--- src/rtl/seq_core_fetch.sv ---
// seq_core_fetch: instruction fetch stage of the pipelined sequential core.
// Owns the PC and drives a 1-cycle-latency program memory. It delivers a
// registered instruction, with its valid flag and PC, to decode. A 1-entry skid
// buffer absorbs the word in flight when a stall arrives. The stage also handles
// branch redirect (flush) and a permanent halt.
// Optional: define FETCH_PERF_CNT_EN to add the 32-bit fetch_count output.
module seq_core_fetch #(
  parameter int unsigned A_SIZE = 10,
  parameter int unsigned I_SIZE = 16
) (
  input  logic              clk,
  input  logic              rst,
  input  logic              stall,
  input  logic              jmp,
  input  logic [A_SIZE-1:0] jmp_addr,
  input  logic              halt,
  output logic              pmem_rd,
  output logic [A_SIZE-1:0] pmem_addr,
  input  logic [I_SIZE-1:0] pmem_data,
  output logic [I_SIZE-1:0] ir,
  output logic              ir_valid,
  output logic [A_SIZE-1:0] ir_pc,
  output logic              halted
`ifdef FETCH_PERF_CNT_EN
  ,
  output logic [31:0]       fetch_count
`endif
);

  typedef enum logic [1:0] {
    ST_START = 2'd0,
    ST_RUN   = 2'd1,
    ST_HALT  = 2'd2
  } state_t;

  state_t            state;
  logic [A_SIZE-1:0] pc;
  logic              req_valid;
  logic [A_SIZE-1:0] req_pc;
  logic              skid_valid;
  logic [I_SIZE-1:0] skid;
  logic [A_SIZE-1:0] skid_pc;

  // Read request is issued only in RUN when no higher-priority event is present
  assign pmem_rd   = (state == ST_RUN) && !stall && !jmp && !halt;
  assign pmem_addr = pc;

  // Fetch control: PC, request tracking, skid buffer and instruction register
  always_ff @(posedge clk or posedge rst) begin
    if (rst) begin
      state      <= ST_START;
      pc         <= '0;
      req_valid  <= 1'b0;
      req_pc     <= '0;
      skid_valid <= 1'b0;
      skid       <= '0;
      skid_pc    <= '0;
      ir         <= '0;
      ir_valid   <= 1'b0;
      ir_pc      <= '0;
      halted     <= 1'b0;
    end else begin
      req_valid <= pmem_rd;
      req_pc    <= pc;
      if (pmem_rd) begin
        pc <= pc + A_SIZE'(1);
      end
      case (state)
        ST_START, ST_RUN: begin
          if (state == ST_START) begin
            state <= ST_RUN;
          end
          if (halt) begin
            state      <= ST_HALT;
            halted     <= 1'b1;
            ir_valid   <= 1'b0;
            req_valid  <= 1'b0;
            skid_valid <= 1'b0;
          end else if (jmp) begin
            // Redirect: the word arriving now and any skid entry are stale
            pc         <= jmp_addr;
            ir_valid   <= 1'b0;
            skid_valid <= 1'b0;
          end else if (stall) begin
            // Hold ir; park the word arriving this cycle so it is not lost
            if (req_valid) begin
              skid       <= pmem_data;
              skid_pc    <= req_pc;
              skid_valid <= 1'b1;
            end
          end else if (skid_valid) begin
            ir         <= skid;
            ir_pc      <= skid_pc;
            ir_valid   <= 1'b1;
            skid_valid <= 1'b0;
          end else if (req_valid) begin
            ir       <= pmem_data;
            ir_pc    <= req_pc;
            ir_valid <= 1'b1;
          end else begin
            ir_valid <= 1'b0;
          end
        end
        ST_HALT: begin
          ir_valid <= 1'b0;
        end
        default: begin
          state <= ST_START;
        end
      endcase
    end
  end

`ifdef FETCH_PERF_CNT_EN
  logic ir_load_c;

  assign ir_load_c = (state != ST_HALT) && !halt && !jmp && !stall && (skid_valid || req_valid);

  // Count every edge that loads ir with a real instruction
  always_ff @(posedge clk or posedge rst) begin
    if (rst) begin
      fetch_count <= '0;
    end else if (ir_load_c) begin
      fetch_count <= fetch_count + 32'd1;
    end
  end
`endif

endmodule
--- config.mk ---
export PLATFORM = sky130hd
export DESIGN_NAME = seq_core_fetch
export DESIGN_NICKNAME = d
export VERILOG_FILES = /design/src/rtl/seq_core_fetch.sv
export SDC_FILE = /design/constraint.sdc
export NUM_CORES = 1
export LEC_CHECK = 0
export CORE_MARGIN = 2
export CORE_UTILIZATION = 47
export DETAILED_ROUTE_END_ITERATION = 8
export HOLD_SLACK_MARGIN = 0.1
export PLACE_DENSITY_LB_ADDON = 0.3
export SETUP_SLACK_MARGIN = 0.15
export SLEW_MARGIN = 25
export SYNTH_ARGS = -nofsm -noshare
export SYNTH_HDL_FRONTEND = slang
export SYNTH_SLANG_ARGS = --single-unit
--- constraint.sdc ---
create_clock -name clk -period 4.17 [get_ports clk]
set_input_delay 0.6255 -clock clk [delete_from_list [all_inputs] [get_ports clk]]
set_output_delay 0.6255 -clock clk [all_outputs]
set_load 0.005 [all_outputs]
# After elaboration in Yosys (flattened, before gate mapping)
# Cells that the tools add are included.
[word_totals]
in_bits = 31
regBits = 78
output_inout_bits = 39
[op_classes]
eq_ne = 5
n_addsub = 1
muxes = 23
n_reduce_logical = 16
bitwise = 4
[op_table]
columns = ["operator", "count"]
rows = [
  ["$mux 10", 6],
  ["$mux 16", 2],
  ["$mux 1", 11],
  ["$add 10x1->10 const B", 1],
  ["$reduce_and 5->1", 2],
  ["$reduce_and 2->1", 4],
  ["$mux 2", 2],
  ["$ne 4x1->1 const B", 1],
  ["$ne 4x4->1 const B", 1],
  ["$not 1->1", 4],
  ["$pmux 2 s2", 1],
  ["$reduce_bool 2->1", 2],
  ["$logic_and 1x1->1", 3],
  ["$logic_not 1->1", 3],
  ["$ne 3x3->1 const B", 1],
  ["$eq 2x1->1 const B", 1],
  ["$eq 2x2->1 const B", 1],
  ["$logic_not 2->1", 1],
  ["$pmux 1 s2", 1],
  ["$reduce_or 2->1", 1],
]

# Longest topological paths before layout
[logic_depth]
ltp_word = 8
depth_mapped = 5
depth_no_buf = 5

# Least setup slack after synthesis
# OpenSTA, ideal clock, no wires.
[synth_timing]
path_type = "input to register"
from = "input stall"
to = "register pc[7] (netlist: pmem_addr[7])"
required_ns = 4.033
stages = 5
slack_ns = 2.265
arrival_ns = 1.768
setup_ns = 0.137
path_cell_list = "or4_1 buf_2 nor4_2 xnor2_1 a21oi_1"
[synth_via]
elab_chain_len = 8
[synth_lines]
columns = ["item", "line_no", "source"]
rows = [
  ["start: declaration", "13", "input logic stall,"],
  ["$logic_not 1->1 (*)", "45", "assign pmem_rd = (state == ST_RUN) && !stall && !jmp && !halt;"],
  ["$logic_and 1x1->1 (*) (3 in series)", "45", ""],
  ["$mux 10 (*)", "65", "if (pmem_rd) begin"],
  ["$mux 10", "79", "end else if (jmp) begin"],
  ["$mux 10", "73", "if (halt) begin"],
  ["$mux 10 (*)", "68", "case (state)"],
  ["end signal: assignment", "66", "pc <= pc + A_SIZE'(1);"],
  ["end signal: assignment", "81", "pc <= jmp_addr;"],
  ["end: declaration", "37", "logic [A_SIZE-1:0] pc;"],
]
# Every way passes the cells marked *; elsewhere a longest branch is shown, timed or not.
# A chain may end at the register's enable or synchronous reset.

# Worst setup path after layout
[layout_timing]
from = "input halt"
to = "output pmem_rd"
[layout_via]
elab_chain_len = 2
[layout_lines]
columns = ["item", "line_no", "source"]
rows = [
  ["start: declaration", "16", "input logic halt,"],
  ["$logic_not 1->1", "45", ""],
  ["$logic_and 1x1->1", "45", ""],
  ["end: declaration", "17", "output logic pmem_rd,"],
]
# Every way passes these cells.

==> reports/qor.yml <==
outcome:
  status: "finished clean"
floorplan:
  die_width_um: 86.36
  io_pins: 70
  die_h_um: 86.36
  num_rows: 30
  dieArea_sq_um: 7458
  core-area_sq_um: 6681
  start_util: 0.4772
yosys:
  synthTopCellsByArea: "dfrtp_1 (61%), mux2_2 (9.2%), mux2i_1 (8.5%)"
  ys_ff_latch: 78
  synth_top_area_cell: "dfrtp_1"
  syn_area_per_cell_sq_um: 12.12
  yosysSeqAreaShare: 0.6122
  synth_fp_nets: 295
  synthDistinctLibCells: 27
  synth_top_cell_area_share: 0.6122
  yosysWarnings: 0
  syn_area_sq_um: 3188
  synthCells: 263
timing:
  fin_setup_tns_ns: 0
  fmax_mhz: 324.4
  finalSetupViolCount: 0
  min_period_over_period: 0.7393
  fin_crit_ns: 3.083
  rsz0062_at_grt: "no"
  skew_ns: 0.007068
  slew_violations: 0
  finalHoldViolCount: 0
  max_slew_margin: 0.5209
  worst_pin_slew_ns: 0.7186
  fin_hold_ws_ns: 0.4639
flow_run:
  max-cap-violations: 0
worst_hold_path:
  holdPathEnd: "req_pc[8]$_DFF_PP0_"
  hp-start: "pmem_addr[8]$_DFF_PP0_"
  hold_path_class: "reg -> reg"
  hold_depth: 0
clock_tree:
  clk_pin_slew_ns: 0.07
  cts_hold_buf: 0
  htreeDepth: 3
  cts_buffer_depth: 2
  post-cts-setup-buffers: 0
  cts_tree: "yes"
  cts-buffers-inserted: 9
  cts_sinks: 78
  clock_tree.root_cell: "clkbuf_8"
  clock_latency_ns: 0.34
  cts_resized: 0
routing:
  route.detailed.drc: 0
  dr_total_vias: 2165
  wl_um: 5953
  ant_nets: 0
  routed_via_density: 5.155
  first_iter_violations: 98
  dr.pass1.iters: 4
  wl_per_cell_um: 14.17
critical_path:
  cp_max_fo: 6
  worstSetupEndpointType: "primary output"
  slowest_stage: "nor4_2"
  required_ns: 3.54
  critPathKind: "in -> out"
  critical-path-max-stage-delay_ns: 0.52
  crit_arrival_ns: 2.46
  r2r_slack_ns: 2.41
  start_kind: "input port"
  reg2reg_from: "state[1]$_DFFE_PP0P_"
  r2r-end: "pmem_addr[8]$_DFF_PP0_"
  cp_common_cell: "clkdlybuf4s50_1"
  path_cells: "clkdlybuf4s50_1, nor4_2, nand2_1, inv_1, clkdlybuf4s50_1"
  reg2reg_depth: 4
cells_and_area:
  drive_gt1_frac: 0.1559
  layout_commonest_cell: "dfrtp_1"
  insertedDiodeCount: 0
  layout_common_cells: "dfrtp_1 (78), clkdlybuf4s50_1 (69), nand2_1 (32)"
  area_delta_synth_final_pct: 32.57
  nets: 367
power_and_ir_drop:
  leakage_nw: 1.842
  ir_worst_vdd_v: 0.0002217
  power_density_nw_per_um2: 427.5
global_routing:
  grt_start_max_net_pins: 60
  overflow: 0
  grt_pass1_wl_um: 10290
  grt_antenna_before_repair: 0
  grt_pass1_vias: 2147
  grtUsageTotal: 0.1787
placed_design:
  gp_congestion: 0.7938
  dp_hpwl_um: 3920
  numPortBuffers: 69
[synthesized netlist by cell type (all sizes together)]
cell	n
xor2	2
nand4	1
nor3	4
mux2i	27
o21ai	28
nor2	12
a21o	1
nand2	32
clkbuf	8
ha	1
dfrtp	78
or4	2
nand3	4
nand2b	1
o31ai	1
nor4	3
a21oi	13
inv	5
and3	1
buf	5
a31oi	1
mux2	26
xnor2	6
or2	1
[where the power goes]
part	total, W	leakage, nW	switching (W)	internal, W
Combinational	0.000267	0.714	0.000103	0.000164
Clock	0.000619	0.108	0.000268	0.000351
Sequential	0.000921	1.02	0.0000813	0.000839
Total	0.00181	1.84	0.000452	0.00135
[through the flow]
| step | power (W) | cell area [sq um] | std cells | utilization | setup slack, ns |
|---|---|---|---|---|---|
| after floorplan | 0.001037 | 3188 | 263 | - | 1.549 |
| after global placement | 0.001201 | 3960 | 402 | 0.5927 | 1.134 |
| after detailed placement | 0.001205 | 4003 | 404 | 0.5991 | 1.101 |
| after CTS | 0.001828 | 4225 | 420 | 0.6324 | 1.079 |
| after global routing | 0.001907 | 4227 | 420 | 0.6326 | 0.9097 |
| final | 0.001807 | 4227 | 420 | 0.6326 | 1.087 |
[flip-flops by register name, indices dropped and copies added, names as in the netlist]
name and count:
ir_pc 10, skid 16, skid_pc 10, req_valid 1, skid_valid 1, halted 1, ir_valid 1, ir 16
state 2, pmem_addr 10, req_pc 10
[cells by family (layout without fill, tap and decap cells)]
| family | Yosys count | count (layout) | share of synthesized area |
|---|---|---|---|
| flops | 78 | 78 | 0.6122 |
| simple gates | 61 | 61 | 0.09145 |
| mux | 53 | 53 | 0.1766 |
| compound gates | 44 | 44 | 0.07104 |
| buf+inv | 18 | 95 | 0.02276 |
| xor+xnor | 8 | 8 | 0.02198 |
| fa+ha+maj | 1 | 1 | 0.003924 |
[layer usage]
| layer | up-vias | wire [um] | track usage |
|---|---|---|---|
| met5 | - | 0 | 0 |
| met4 | 0 | 115 | 0.07528 |
| met3 | 9 | 240 | 0.04667 |
| met2 | 49 | 2865 | 0.2762 |
| met1 | 1046 | 2732 | 0.2405 |
| li1 | 1061 | - | - |
[layout make-up]
type | instances | area (sq um)
Timing Repair Buffer | 74 | 755.7
Inverter | 5 | 21.27
Tap cell | 80 | 100.1
Fill cell | 551 | 2455
Sequential cell | 78 | 1952
Multi-Input combinational cell | 167 | 1175
Clock buffer | 10 | 137.6
Clock inverter | 6 | 85.08
[critical path, delay by kind of cell]
family,cells,cell delay (ns)
buffers and inverters,3,1.10
and+or+nand+nor,2,0.73
[worst max-delay path by stage]
| stage | start | to | slack, ns | cells after the start |
|---|---|---|---|---|
| CTS | halt | pmem_rd | 1.08 | 5 |
| global placement | halt | pmem_rd | 1.13 | 5 |
| floorplan | rst | halted$_DFFE_PP0P_ | 1.55 | 1 |
| finish | halt | pmem_rd | 1.09 | 5 |
| global route | halt | pmem_rd | 0.91 | 5 |
| detailed placement | halt | pmem_rd | 1.10 | 5 |
(Power assumes the default switching activity.)
